[src/rtl/keypad_pkg.sv]
// Shared keypad mapping: key codes, one-hot columns/rows and FSM states.
// The scanner imports this too, so both sides decode keys identically.
package keypad_pkg;

  localparam logic [3:0] KEY_STAR = 4'd10;
  localparam logic [3:0] KEY_HASH = 4'd11;

  localparam logic [2:0] COL0 = 3'b100;
  localparam logic [2:0] COL1 = 3'b010;
  localparam logic [2:0] COL2 = 3'b001;

  typedef enum logic [1:0] {IDLE, ARM, PRESS, GAP} kp_state_t;

  // Column select a key answers to; 0 for illegal codes.
  function automatic logic [2:0] key_col(input logic [3:0] code);
    case (code)
      4'd1, 4'd4, 4'd7, KEY_STAR: key_col = COL0;
      4'd2, 4'd5, 4'd8, 4'd0:     key_col = COL1;
      4'd3, 4'd6, 4'd9, KEY_HASH: key_col = COL2;
      default:                    key_col = 3'b000;
    endcase
  endfunction

  // Row line a key pulls; 0 for illegal codes.
  function automatic logic [3:0] key_row(input logic [3:0] code);
    case (code)
      4'd1, 4'd2, 4'd3:           key_row = 4'b1000;
      4'd4, 4'd5, 4'd6:           key_row = 4'b0100;
      4'd7, 4'd8, 4'd9:           key_row = 4'b0010;
      4'd0, KEY_STAR, KEY_HASH:   key_row = 4'b0001;
      default:                    key_row = 4'b0000;
    endcase
  endfunction

endpackage

[src/rtl/scan_round_detect.sv]
// Flags the first cycle of each scan round: column 0 selected after
// any other column value.
module scan_round_detect
  import keypad_pkg::*;
(
  input  logic       fin,
  input  logic       rst,
  input  logic [2:0] scan_key,
  output logic       scan_start
);

  logic [2:0] prev_scan;

  // NOTE: registers are written with <= so every flop samples pre-edge values.
  always_ff @(posedge fin or posedge rst) begin
    if (rst) prev_scan <= '0;
    else     prev_scan <= scan_key;
  end

  assign scan_start = (scan_key == COL0) && (prev_scan != COL0);

endmodule

[src/rtl/keypad_emulator.sv]
// Keypad-side responder: accepts key requests and presses the key on the
// row lines for HOLD_SCANS whole scan rounds, then releases for GAP_SCANS.
module keypad_emulator
  import keypad_pkg::*;
#(
  parameter int HOLD_SCANS = 4,
  parameter int GAP_SCANS  = 2
) (
  input  logic       fin,
  input  logic       rst,
  input  logic       req_valid,
  input  logic [3:0] req_key,
  output logic       req_ready,
  output logic       req_err,
  input  logic [2:0] scan_key,
  output logic [3:0] touch_key,
  output logic       busy
);

  localparam logic [3:0] HOLD_LAST = 4'(HOLD_SCANS - 1);
  localparam logic [3:0] GAP_LAST  = 4'(GAP_SCANS - 1);

  kp_state_t  state_q, state_d;
  logic [3:0] cnt_q, cnt_d;
  logic [3:0] key_q;
  logic       scan_start;
  logic       accept;
  logic       legal;

  scan_round_detect u_round (
    .fin        (fin),
    .rst        (rst),
    .scan_key   (scan_key),
    .scan_start (scan_start)
  );

  assign req_ready = (state_q == IDLE);
  assign busy      = (state_q != IDLE);
  assign accept    = req_valid && req_ready;
  assign legal     = (req_key <= KEY_HASH);

  // NOTE: defaults first so every path assigns every output; no latches.
  always_comb begin
    state_d = state_q;
    cnt_d   = cnt_q;
    case (state_q)
      IDLE: if (accept && legal) state_d = ARM;
      ARM: begin
        if (scan_start) begin
          state_d = PRESS;
          cnt_d   = '0;
        end
      end
      PRESS: begin
        if (scan_start) begin
          if (cnt_q == HOLD_LAST) begin
            state_d = GAP;
            cnt_d   = '0;
          end else begin
            cnt_d = cnt_q + 4'd1;
          end
        end
      end
      GAP: begin
        if (scan_start) begin
          if (cnt_q == GAP_LAST) begin
            state_d = IDLE;
            cnt_d   = '0;
          end else begin
            cnt_d = cnt_q + 4'd1;
          end
        end
      end
      default: state_d = IDLE;
    endcase
  end

  // Row drive uses the current state, so it trails scan_key by one cycle.
  always_ff @(posedge fin or posedge rst) begin
    if (rst) begin
      state_q   <= IDLE;
      cnt_q     <= '0;
      key_q     <= '0;
      req_err   <= 1'b0;
      touch_key <= '0;
    end else begin
      state_q <= state_d;
      cnt_q   <= cnt_d;
      if (accept && legal) key_q <= req_key;
      req_err <= accept && !legal;
      if (state_q == PRESS && scan_key == key_col(key_q)) touch_key <= key_row(key_q);
      else                                                touch_key <= '0;
    end
  end

endmodule

[config.mk]
export PLATFORM = sky130hd
export DESIGN_NAME = keypad_emulator
export DESIGN_NICKNAME = d
export VERILOG_FILES = /design/src/rtl/keypad_pkg.sv /design/src/rtl/scan_round_detect.sv /design/src/rtl/keypad_emulator.sv
export SDC_FILE = /design/constraint.sdc
export NUM_CORES = 1
export LEC_CHECK = 0
export BUFFER_PORTS_ARGS = -buffer_cell sky130_fd_sc_hd__clkbuf_2
export CAP_MARGIN = 25
export CELL_PAD_IN_SITES_DETAIL_PLACEMENT = 1
export CELL_PAD_IN_SITES_GLOBAL_PLACEMENT = 1
export CORE_ASPECT_RATIO = 0.5
export CORE_MARGIN = 4
export CORE_UTILIZATION = 43
export DETAILED_ROUTE_END_ITERATION = 8
export GPL_TIMING_DRIVEN = 0
export HOLD_SLACK_MARGIN = 0.08
export PLACE_DENSITY = 0.79
export SLEW_MARGIN = 20
export SYNTH_ARGS = -nofsm -noshare
export SYNTH_HDL_FRONTEND = slang
export SYNTH_SLANG_ARGS = --single-unit
[constraint.sdc]
create_clock -name fin -period 2.36 [get_ports fin]
set_input_delay 0.118 -clock fin [delete_from_list [all_inputs] [get_ports fin]]
set_output_delay 0.118 -clock fin [all_outputs]
set_load 0.05 [all_outputs]
### Yosys cells after proc, flatten, opt, wreduce, memory -nomap -nowiden

Memories as Yosys holds them, arrays and structs flattened.
Index checks and enable logic that the tools add are counted.

| word-level totals | value |
|---|---|
| ROM bits | 112 |
| output and inout port bits | 7 |
| memories | 2 |
| register bits | 18 |
| input bits | 10 |
| logic and storage cells | 49 |

Memory list:

| name | words | bits a word | read ports | clocked after memory_dff | write ports | RTL line | text |
|---|---|---|---|---|---|---|---|
| (no name shown) | 16 | 4 | 1 | 0 | 0 | keypad_pkg.sv:26 | `case (code)` |
| (no name shown) | 16 | 3 | 1 | 0 | 0 | keypad_pkg.sv:16 | `case (code)` |

| cells by class | value |
|---|---|
| add/sub/neg operators | 1 |
| equal/unequal tests | 14 |
| magnitude comparators | 1 |
| muxes and demuxes | 14 |
| reduce and logical (&&, ||, !) cells | 11 |

Operators with widths:

| kind | number |
|---|---|
| $mux 4 | 6 |
| $mux 2 | 6 |
| $pmux 4 s3 | 1 |
| $ne 2x2->1 const B | 5 |
| $pmux 2 s4 | 1 |
| $reduce_and 6->1 | 1 |
| $logic_and 1x1->1 | 5 |
| $add 4x1->4 const B | 1 |
| $eq 2x2->1 const B | 2 |
| $eq 4x1->1 const B | 1 |
| $eq 4x2->1 const B | 1 |
| $le 4x4->1 const B | 1 |
| $reduce_and 4->1 | 1 |
| $eq 3x3->1 | 1 |
| $eq 3x3->1 const B | 1 |
| $ne 3x3->1 const B | 1 |
| $reduce_bool 3->1 | 1 |
| $eq 2x1->1 const B | 1 |
| $logic_not 2->1 | 1 |
| $ne 2x1->1 const B | 1 |
| $reduce_bool 2->1 | 1 |
| $logic_not 1->1 | 1 |

### Longest topological paths before layout

Gate-level depths: netlist of the first run.

| logic depth | value |
|---|---|
| depth in word-level cells | 5 |
| mapped depth | 6 |
| depth with buffers taken out | 6 |

### Hierarchy

Synthesis of the first run repeated with hierarchy kept, for this count alone.

| second synthesis, totals | value |
|---|---|
| cell total of the unflattened synthesis | 110 |
| area, all modules | 1093.5 um^2 |

By module, submodules not included:

| module | sequential area each (um^2) | area an instance (um^2) | instances | cells each |
|---|---|---|---|---|
| keypad_emulator | 375.4 | 992.2 | 1 | 104 |
| scan_round_detect | 75.1 | 101.3 | 1 | 6 |

### Worst setup path before layout of the first run

Ideal clock, no wire load.

| timing path | value |
|---|---|
| kind | flip-flop to flip-flop |
| start | register state_q[0] |
| end | register state_q[1] |
| period minus slack after synthesis | 2.143 ns |
| stages on the path, launching flop included | 7 |
| data arrival time | 2.018 ns |
| setup time | 0.125 ns |
| required time | 2.235 ns |
| buffers on the path | 0 |
| path slack | 0.217 ns |
| cells stage by stage | dfrtp_1 > inv_1 > ha_1 > inv_1 > a21oi_1 > or3b_4 > mux2_4 |

| between the ends | value |
|---|---|
| cells in the longest elaborated chain, start to end | 5 |
| elaborated cells on any way between the ends | 14 |
| those cells by class | eq/ne (9); mux (1); reduce/logical (4) |

Ends and longest elaborated chain:

| item | RTL line | text |
|---|---|---|
| start: declaration | keypad_emulator.sv:23 | `kp_state_t state_q, state_d;` |
| start signal: assignment | keypad_emulator.sv:87 | `state_q <= state_d;` |
| $logic_not 2->1 (*) | keypad_emulator.sv:37 | `assign req_ready = (state_q == IDLE);` |
| named net req_ready | keypad_emulator.sv:13 | `output logic req_ready,` |
| $logic_and 1x1->1 | keypad_emulator.sv:39 | `assign accept = req_valid && req_ready;` |
| $logic_and 1x1->1 | keypad_emulator.sv:47 | `IDLE: if (accept && legal) state_d = ARM;` |
| $ne 2x1->1 (no line) | -- |  |
| $reduce_and 6->1 (no line) | -- |  |

The timed path passes the listed nets; every way through them passes the cells marked *.
A chain may end at the register's enable or synchronous reset.

### Worst setup path in the final report of the first run

| timing path | value |
|---|---|
| start | register cnt_q[1] |
| end | register state_q[1] |

| between the ends | value |
|---|---|
| cells in the longest elaborated chain, start to end | 3 |
| elaborated cells on any way between the ends | 5 |
| those cells by class | eq/ne (4); reduce/logical (1) |

Ends and longest elaborated chain:

| item | RTL line | text |
|---|---|---|
| start: declaration | keypad_emulator.sv:24 | `logic [3:0] cnt_q, cnt_d;` |
| start signal: assignment | keypad_emulator.sv:88 | `cnt_q <= cnt_d;` |
| $eq 4x1->1 or $eq 4x2->1 (tied branches) | keypad_emulator.sv:66, keypad_emulator.sv:56 |  |
| $ne 2x2->1 (no line) | -- |  |
| $reduce_and 6->1 (no line) (*) | -- |  |

Mark *: on every way between the ends. The rest lies on a longest branch, timed or not.

==> results of run 1 <==
cells by family (layout without fill, tap and decap cells):
logic type | Yosys count | in the layout | synth area share [%]
simple gates | 37 | 37 | 18.67
flops | 18 | 18 | 39.78
compound gates | 15 | 15 | 10.61
fa+ha+maj | 14 | 14 | 15.47
buf+inv | 13 | 37 | 4.310
mux | 9 | 9 | 8.839
xor+xnor | 3 | 3 | 2.321
per-stage QoR:
stage	cell area [um^2]	setup slack [ns]
after CTS	1351	0.1628
after global placement	1256	0.2302
after detailed placement	1256	0.1823
after floorplan	1132	0.2174
after global routing	1351	0.08478
final	1351	0.1534
cell usage in the layout, fill, tap and decap left out, types with 2 or more instances in the layout:
cell,n
o21ai_0,4
nand2b_1,2
nor4_1,4
inv_1,11
nand3_1,2
ha_1,14
or3b_4,2
dlygate4sd3_1,4
clkbuf_1,2
clkbuf_8,4
or3b_1,2
mux2_2,4
nor2_1,13
xor2_1,2
dfrtp_1,18
nand2_1,3
clkbuf_2,16
nor3_1,3
mux2i_1,4
power by group:
group	total, W	internal [W]	switching [W]	leakage, nW
Clock	0.000260	0.000149	0.000111	0.0288
Combinational	0.000991	0.000404	0.000587	0.400
Sequential	0.000487	0.000393	0.0000936	0.229
final cells by class:
type / instances / share of cell area (%)
inverters: 11 / 3.056
plain buffers: 2 / 0.5556
clock buffers: 4 / 4.074
repair buffers: 20 / 8.889
multi-input cells: 78 / 46.85
flip-flops and latches: 18 / 33.33
well taps: 35 / 3.241
routing by layer:
layer / GRT usage [%] / vias to the layer above / part of all wire, %
met1: 20.55 / 422 / 44
met2: 32.40 / 6 / 52
li1: - / 426 / -
met3: 3.659 / 4 / 2.4
met4: 6.061 / 0 / 1.3
met5: 0 / - / 0
flip-flops by register name (all words and copies together) (netlist names):
name and cells:
u_round.prev_scan 3, touch_key 4, cnt_q 4, state_q 2, req_err 1, key_q 4
synthesized netlist by cell type (all sizes together) (3+ instances only):
cell type  number  area share (%)
dfrtp          18              40
ha             14              15
nor2           13             4.3
inv            11             3.6
mux2            5             5.3
o21ai           5             2.2
mux2i           4             3.5
nor4            4             2.2
or3b            4             3.5
nand2           3            0.99
nor3            3             1.3
worst paths after layout:
kind	from	to	slack [ns]	cells past startpoint
setup / recovery	cnt_q[1]	state_q[1]	0.15	6
hold / removal	req_key[1]	key_q[1]	0.09	2
setup reg to reg	cnt_q[1]	state_q[1]	0.15	6
hold reg to reg	cnt_q[2]	cnt_q[2]	0.58	2
max in group asynchronous	rst	key_q[1]	1.41	3
min in group asynchronous	rst	cnt_q[1]	0.50	3
==> flow_metrics.py, run 1 <==
metrics = {
    "yosys": {
        "ys_ff_latch": 18,
        "synth_nets": 133,
        "ys_seq_area_share_pct": 39.78,
        "syn_area_um2": 1132,
        "synth-async-reset-ratio_pct": 100.0,
        "synth_edf_count": 0,
        "synth.avg_cell_area_um2": 10.39,
        "synth_warnings": 0,
        "synthFlopType": "dfrtp_1",
        "ys_types": 35,
        "synthCells": 109,
    },
    "timing": {
        "worst_slew_pin_slew_ns": 0.6941,
        "fin_setup_tns_ns": 0,
        "rsz0062_at_grt": "false",
        "fin_hold_ws_ns": 0.09060,
        "slew_violations": 0,
        "final_hold_viol_count": 0,
        "fin_crit_ns": 2.207,
        "slew_headroom_pct": 53.67,
        "finalSetupViolCount": 0,
        "period_share_pct": 93.50,
        "fmax_ghz": 0.4532,
        "skew_ns": 0.006705,
    },
    "critical_path": {
        "crit_chain": "inv_1, ha_1, or3b_4, a22oi_4, or3b_4, mux2_4",
        "criticalPathCategory": "reg2reg",
        "path_max_fanout": 5,
        "worstSetupEndpointType": "flop",
        "start_kind": "flop",
        "path_common_cell": "or3b_4",
        "cp.arrival_ns": 2.36,
        "critPathSlowestCell": "dfrtp_1",
        "crit_family": "simple AND/OR/NAND/NOR gates",
        "path_buf_inv": 1,
        "slowest_delay_ns": 0.45,
        "cp.required_ns": 2.51,
    },
    "drt": {
        "route.vias.total": 858,
        "routed_wirelength_um": 2609,
        "ant_nets": 0,
        "wire_per_inst_um": 15.53,
        "drt_iter0_drc": 5,
        "avgViaCountPerCell": 5.107,
        "drc": 0,
        "first_pass_iters": 3,
    },
    "power": {
        "ir_worst_vdd_v": 0.0005973,
        "p_leak_nw": 0.6584,
        "p_total_w": 0.001737,
        "powerDensity_nw_per_um2": 1286,
    },
    "global_route": {
        "track_usage_pct": 17.53,
        "antenna_found_initial": 0,
        "grt-ovfl-total": 0,
        "grt_max_degree": 19,
        "grt_pass1_wl_um": 4609,
        "grt_pass1_vias": 939,
    },
    "final_layout": {
        "nNetsFinal": 158,
        "final-seq-area_um2": 450.4,
        "area_growth_syn_to_layout_pct": 19.34,
        "fill_cells": 280,
        "instances_no_fill": 168,
        "insertedDiodeCount": 0,
        "multi_input_area_um2": 633.1,
        "fin_util_pct": 57.32,
        "drive_above_1_share_pct": 23.31,
    },
    "clocking": {
        "htreeDepth": 1,
        "cts_tree": "built",
        "clk_pin_slew_ns": 0.07,
        "numCtsBuffers": 3,
        "cts_resized": 0,
        "clock_latency_ns": 0.26,
        "clock-sinks": 18,
        "cts_root_buf": "clkbuf_8",
        "cts_setup_buffers": 0,
        "cts_max_path_buffers": 2,
        "ctsHoldBuffers": 4,
    },
    "floorplanning": {
        "start_util_pct": 48.04,
        "die-width_um": 80.57,
        "dieHeight_um": 44.29,
        "io_pins": 17,
        "die-area_um2": 3568,
        "rows": 12,
        "core_area_um2": 2357,
    },
    "outcome": {
        "outcome": "finished clean",
    },
    "run": {
        "maxCapViolations": 0,
    },
    "placement": {
        "port_buffers": 16,
        "place.gp.congestion": 0.7822,
        "hpwl_um": 1918,
        "dp_cells": 160,
    },
    "worst_hold_path": {
        "hp-class": "in2reg",
    },
}
Note: power is estimated with default switching activity, not from simulation.
==> run 2, diff against run 1 <==
CORE_ASPECT_RATIO = not set   (was 0.5)
CORE_UTILIZATION = 46   (was 43)
PLACE_DENSITY = 0.84   (was 0.79)
SETUP_SLACK_MARGIN = 0.15   (was not set)
clock period = 2.8 ns   (was 2.36 ns; I/O delays follow)
==> run 2 against run 1 <==
Largest power group unchanged. Sequential share of layout area grew 0.19 points. Global-route usage shrank 0.52 points. Non-clock buffer count grew 2. Register-to-register slack gained 0.44 ns. Critical path type unchanged. Worst setup slack gained 0.44 ns. Via count grew 0.23%. Count of clock-buffer cells in the layout is the same. First-iteration DRC count shrank 40%. Final area shrank 0.56%.
==> flow_metrics.py, run 2 (synthesis results as in run 1) <==
metrics = {
    "drt": {
        "route.vias.total": 860,
        "first_pass_iters": 3,
        "avgViaCountPerCell": 5.276,
        "drt_iter0_drc": 3,
        "wire_per_inst_um": 14.92,
        "ant_nets": 0,
        "routed_wirelength_um": 2432,
        "drc": 0,
    },
    "critical_path": {
        "start_kind": "flop",
        "criticalPathCategory": "reg2reg",
        "r2r-start": "cnt_q[1]",
        "crit_chain": "inv_1, ha_1, or3b_4, a22oi_4, or3b_4, mux2_4",
        "path_common_cell": "or3b_4",
        "cp.required_ns": 3.00,
        "r2r_slack_ns": 0.60,
        "worstSetupEndpointType": "flop",
        "cp-startpoint": "cnt_q[1]",
        "critPathSlowestCell": "dfrtp_1",
        "slowest_delay_ns": 0.45,
        "r2r_end": "state_q[1]",
        "ff2ff_path_depth": 6,
        "cp.arrival_ns": 2.40,
        "path_max_fanout": 5,
    },
    "placement": {
        "hpwl_um": 1872,
        "port_buffers": 16,
        "dp_slack_ns": 0.6293,
        "place.gp.congestion": 0.8328,
    },
    "global_route": {
        "grt_pass1_vias": 985,
        "grt_use_met3_pct": 2.673,
        "grt_max_degree": 19,
        "top_usage_layer": "met2",
        "gr-usage-met2_pct": 29.68,
        "track_usage_pct": 17.01,
        "antenna_found_initial": 0,
        "met1_usage_pct": 20.75,
        "grt_pass1_wl_um": 4395,
        "grt-ovfl-total": 0,
    },
    "timing": {
        "period_share_pct": 78.68,
        "fin_ws_ns": 0.5970,
        "rsz0062_at_grt": "false",
        "fin_setup_tns_ns": 0,
        "finalSetupViolCount": 0,
        "fin_crit_ns": 2.203,
        "slew_headroom_pct": 55.69,
        "worst_slew_pin_slew_ns": 0.6639,
        "slew_violations": 0,
        "final_hold_viol_count": 0,
        "skew_ns": 0.003972,
        "fmax_ghz": 0.4539,
    },
    "run": {
        "maxCapViolations": 0,
    },
    "clocking": {
        "cts_resized": 0,
        "cts_root_buf": "clkbuf_4",
        "ctsHoldBuffers": 6,
        "clock-sinks": 18,
        "clock_latency_ns": 0.30,
        "clk_pin_slew_ns": 0.11,
        "cts_setup_buffers": 0,
        "numCtsBuffers": 3,
        "htreeDepth": 1,
        "cts_max_path_buffers": 2,
        "cts_tree": "built",
    },
    "final_layout": {
        "layout_common_cells": "dfrtp_1 (18), clkbuf_2 (16), ha_1 (14)",
        "drive_above_1_share_pct": 22.96,
        "insertedDiodeCount": 0,
        "area_growth_syn_to_layout_pct": 18.67,
        "final_common_cell": "dfrtp_1",
        "largest_registers": "cnt_q x4, key_q x4, touch_key x4",
        "nNetsFinal": 160,
    },
    "worst_hold_path": {
        "hold_end": "req_err",
        "whs_path_depth": 3,
        "hp-class": "in2reg",
        "hp-start": "req_key[2]",
    },
    "outcome": {
        "outcome": "finished clean",
    },
    "power": {
        "powerDensity_nw_per_um2": 1052,
        "ir_worst_vdd_v": 0.0005765,
        "p_leak_nw": 0.6590,
    },
    "floorplanning": {
        "die-area_um2": 3319,
        "start_util_pct": 49.75,
        "dieHeight_um": 57.62,
        "io_pins": 17,
        "core_area_um2": 2276,
        "die-width_um": 57.62,
        "rows": 17,
    },
}
run 2: power breakdown:
part           switching, W  internal (W)
Clock             0.0000857     0.0000793
Combinational      0.000497      0.000343
Sequential        0.0000786      0.000331
Total              0.000661      0.000753
run 2: worst max path at each step:
stage	endpoint	slack, ns
after global placement	state_q[1]	0.68
after floorplan	state_q[1]	0.66
after CTS	state_q[1]	0.60
after global routing	state_q[1]	0.50
final	state_q[1]	0.60
after detailed placement	state_q[1]	0.63
run 2: cell type report:
class,instances,area [um^2]
inverters,11,41.29
fillers,253,932.1
flip-flops and latches,18,450.4
repair buffers,22,140.1
multi-input cells,78,633.1
clock buffers,4,36.28
well taps,28,35.03
plain buffers,2,7.507
run 2: stage by stage:
step / area [um^2] / utilization, % / hold WS, ns / instances / total power, W
detailed placement: 1247 / 54.81 / 0.2562 / 153 / 0.001247
global placement: 1247 / 54.81 / 0.2531 / 153 / 0.001197
CTS: 1344 / 59.04 / 0.09869 / 163 / 0.001428
global route: 1344 / 59.04 / 0.1026 / 163 / 0.001548
floorplan: 1132 / - / 0.07857 / 109 / 0.001057
finish: 1344 / 59.04 / 0.1047 / 163 / 0.001414
run 2: critical path: cells and delay by family (launching register included):
| kind | cells | cell delay (ns) |
|---|---|---|
| AO/OA/AOI/OAI | 1 | 0.25 |
| AND/OR/NAND/NOR | 2 | 0.84 |
| adder cells (fa/ha/maj) | 1 | 0.17 |
| multiplexers | 1 | 0.30 |
| flip-flops | 1 | 0.45 |
| buffers and inverters | 1 | 0.09 |
run 2: per-layer routing:
metal | part of all wire [%] | up-vias
met1 | 44 | 404
li1 | - | 433
met3 | 3.9 | 4
met5 | 0 | -
met2 | 50 | 19
met4 | 1.5 | 0
==> run 3, diff against run 2 <==
ABC_AREA = 1   (was not set)
CORE_ASPECT_RATIO = 0.5   (was not set)
CORE_UTILIZATION = 40   (was 46)
PLACE_DENSITY = 0.79   (was 0.84)
clock period = 2.2 ns   (was 2.8 ns; I/O delays follow)
==> run 3 against run 2 <==
Register-to-register slack got worse by 0.10 ns. Sequential cell count is the same. Count of clock-buffer cells in the layout did not move. Clock power grew 69%. Critical endpoint is now cnt_q[3]. Largest cell class unchanged. Largest power group unchanged. Highest routed layer unchanged.
==> flow_metrics.py, run 3 <==
metrics = {
    "timing": {
        "slew_headroom_pct": 50.59,
        "fmax_ghz": 0.5868,
        "worst_slew_pin_slew_ns": 0.7403,
        "rsz0062_at_grt": "false",
        "fin_setup_tns_ns": 0,
        "fin_crit_ns": 1.704,
        "skew_ns": 0.001987,
        "slew_violations": 0,
        "finalSetupViolCount": 0,
        "period_share_pct": 77.46,
        "final_hold_viol_count": 0,
    },
    "critical_path": {
        "cp.arrival_ns": 1.90,
        "worstSetupEndpointType": "flop",
        "path_max_fanout": 6,
        "cp.required_ns": 2.40,
        "start_kind": "flop",
        "r2r_end": "cnt_q[3]",
        "criticalPathCategory": "reg2reg",
        "r2r-start": "state_q[0]",
        "ff2ff_path_depth": 9,
        "r2r_slack_ns": 0.50,
    },
    "placement": {
        "port_buffers": 16,
        "placed_area_um2": 1255,
        "place.gp.congestion": 0.7491,
        "hpwl_um": 2033,
    },
    "outcome": {
        "outcome": "finished clean",
    },
    "run": {
        "maxCapViolations": 0,
    },
    "global_route": {
        "grt_max_degree": 19,
        "grt_pass1_wl_um": 4809,
        "grt-ovfl-total": 0,
        "grt_pass1_vias": 1102,
        "antenna_found_initial": 0,
        "track_usage_pct": 15.87,
    },
    "clocking": {
        "cts_tree": "built",
        "clk_pin_slew_ns": 0.07,
        "cts_max_path_buffers": 2,
        "cts_resized": 0,
        "ctsHoldBuffers": 6,
        "clock-sinks": 18,
        "cts_setup_buffers": 0,
        "numCtsBuffers": 3,
        "clock_latency_ns": 0.26,
        "cts_root_buf": "clkbuf_8",
        "htreeDepth": 1,
    },
    "final_layout": {
        "largest_registers": "cnt_q x4, key_q x4, touch_key x4",
        "insertedDiodeCount": 0,
        "fin_area_um2": 1370,
        "layout_common_cells": "nand2_1 (45), inv_1 (20), dfrtp_1 (18)",
        "final_common_cell": "nand2_1",
        "area_growth_syn_to_layout_pct": 21.40,
        "nNetsFinal": 195,
        "drive_above_1_share_pct": 17.06,
    },
    "floorplanning": {
        "rows": 13,
        "start_util_pct": 42.57,
        "core_area_um2": 2651,
        "io_pins": 17,
        "die-area_um2": 3787,
        "die-width_um": 83.12,
        "dieHeight_um": 45.56,
    },
    "yosys": {
        "yosysTopAreaCell": "dfrtp_1",
        "ys_seq_area_share_pct": 39.91,
        "synth_commonest_cells": "nand2_1 (45), inv_1 (20), dfrtp_1 (18), ha_1 (14), nor2_1 (13)",
        "synth.avg_cell_area_um2": 7.837,
        "ys_ff_latch": 18,
        "synth-async-reset-ratio_pct": 100.0,
        "synthCells": 144,
        "synthFlopType": "dfrtp_1",
        "yosys.cell_count.top_type": "nand2_1",
        "syn_area_um2": 1129,
        "synth_warnings": 0,
        "netlist_top_cells_area": "dfrtp_1 (40%), ha_1 (16%), nand2_1 (15%)",
        "synth_top_cell_area_share_pct": 39.91,
        "synth_nets": 168,
        "synth_edf_count": 0,
        "ys_types": 20,
    },
    "worst_hold_path": {
        "whs_path_depth": 3,
        "hp-class": "in2reg",
        "hp-start": "req_key[2]",
        "hold_end": "req_err",
    },
    "drt": {
        "route.vias.total": 975,
        "drt_iter0_drc": 21,
        "ant_nets": 0,
        "drc": 0,
        "avgViaCountPerCell": 4.710,
        "first_pass_iters": 3,
        "routed_wirelength_um": 2585,
        "wire_per_inst_um": 12.49,
    },
    "power": {
        "p_leak_nw": 0.7383,
        "powerDensity_nw_per_um2": 1255,
        "ir_worst_vdd_v": 0.0005926,
    },
}
==> run 3: cell count changes after synthesis, sizes merged, moves of 3 or more <==
cell   delta
nor3      -3
mux2      -5
or3b      -4
inv      +11
mux2i     -4
nand2    +44
nor4      -4
nand3     +9
==> run 3: how the worst max path moves through the flow <==
| stage | from | endpoint | slack (ns) | cells past startpoint |
|---|---|---|---|---|
| finish | state_q[0] | cnt_q[3] | 0.50 | 9 |
| global route | state_q[0] | cnt_q[3] | 0.31 | 9 |
| floorplan | state_q[0] | state_q[0] | 0.31 | 9 |
| global placement | state_q[0] | cnt_q[1] | 0.59 | 9 |
| CTS | state_q[0] | cnt_q[3] | 0.48 | 9 |
| detailed placement | state_q[1] | state_q[1] | 0.50 | 9 |
==> run 3: layer usage <==
layer / track usage (%) / part of all wire, %
met4: 4.886 / 0.74
met2: 30.89 / 51
met1: 17.81 / 46
met5: 0 / 0
met3: 3.971 / 2.2
==> run 3: cell type report <==
| cell class | count | area, um^2 |
|---|---|---|
| fill | 352 | 1281 |
| multi-input combinational | 104 | 595.6 |
| sequential | 18 | 450.4 |
| timing repair buffer | 22 | 140.1 |
| inverter | 22 | 82.58 |
| clock buffer | 4 | 55.05 |
| tap | 37 | 46.29 |
==> run 3: worst max-delay path, cell delays in order (launching register included) <==
cell     delay, ns
dfrtp_1       0.42
inv_1         0.11
ha_1          0.28
inv_1         0.13
nand2_1       0.07
o22ai_2       0.19
nand2_1       0.18
inv_1         0.14
nand2_1       0.06
nand2_1       0.06
==> run 3: per-stage QoR <==
stage	util, %	total power [W]	cells	hold WS, ns	setup WS, ns
finish	51.68	0.001719	207	0.09755	0.4960
global route	51.68	0.001900	207	0.1222	0.3069
CTS	51.68	0.001743	207	0.09674	0.4815
detailed placement	47.33	0.001445	197	0.2533	0.5028
global placement	47.33	0.001400	197	0.2363	0.5909
floorplan	-	0.001216	144	0.04857	0.3075
==> run 3: cells by family (layout without fill, tap and decap cells) <==
kind of cell | after synthesis | count (layout) | synth area share [%]
AO/OA/AOI/OAI | 12 | 12 | 7.539
XOR/XNOR | 2 | 2 | 1.552
adder cells (fa/ha/maj) | 14 | 14 | 15.52
buffers and inverters | 22 | 48 | 7.317
flip-flops | 18 | 18 | 39.91
AND/OR/NAND/NOR | 76 | 76 | 28.16
==> run 3: where the power goes <==
part	switching (W)	internal, W	total (W)
combinational	0.000626	0.000306	0.000932
clock	0.000120	0.000159	0.000279
sequential	0.0000984	0.000410	0.000508
total	0.000844	0.000875	0.00172
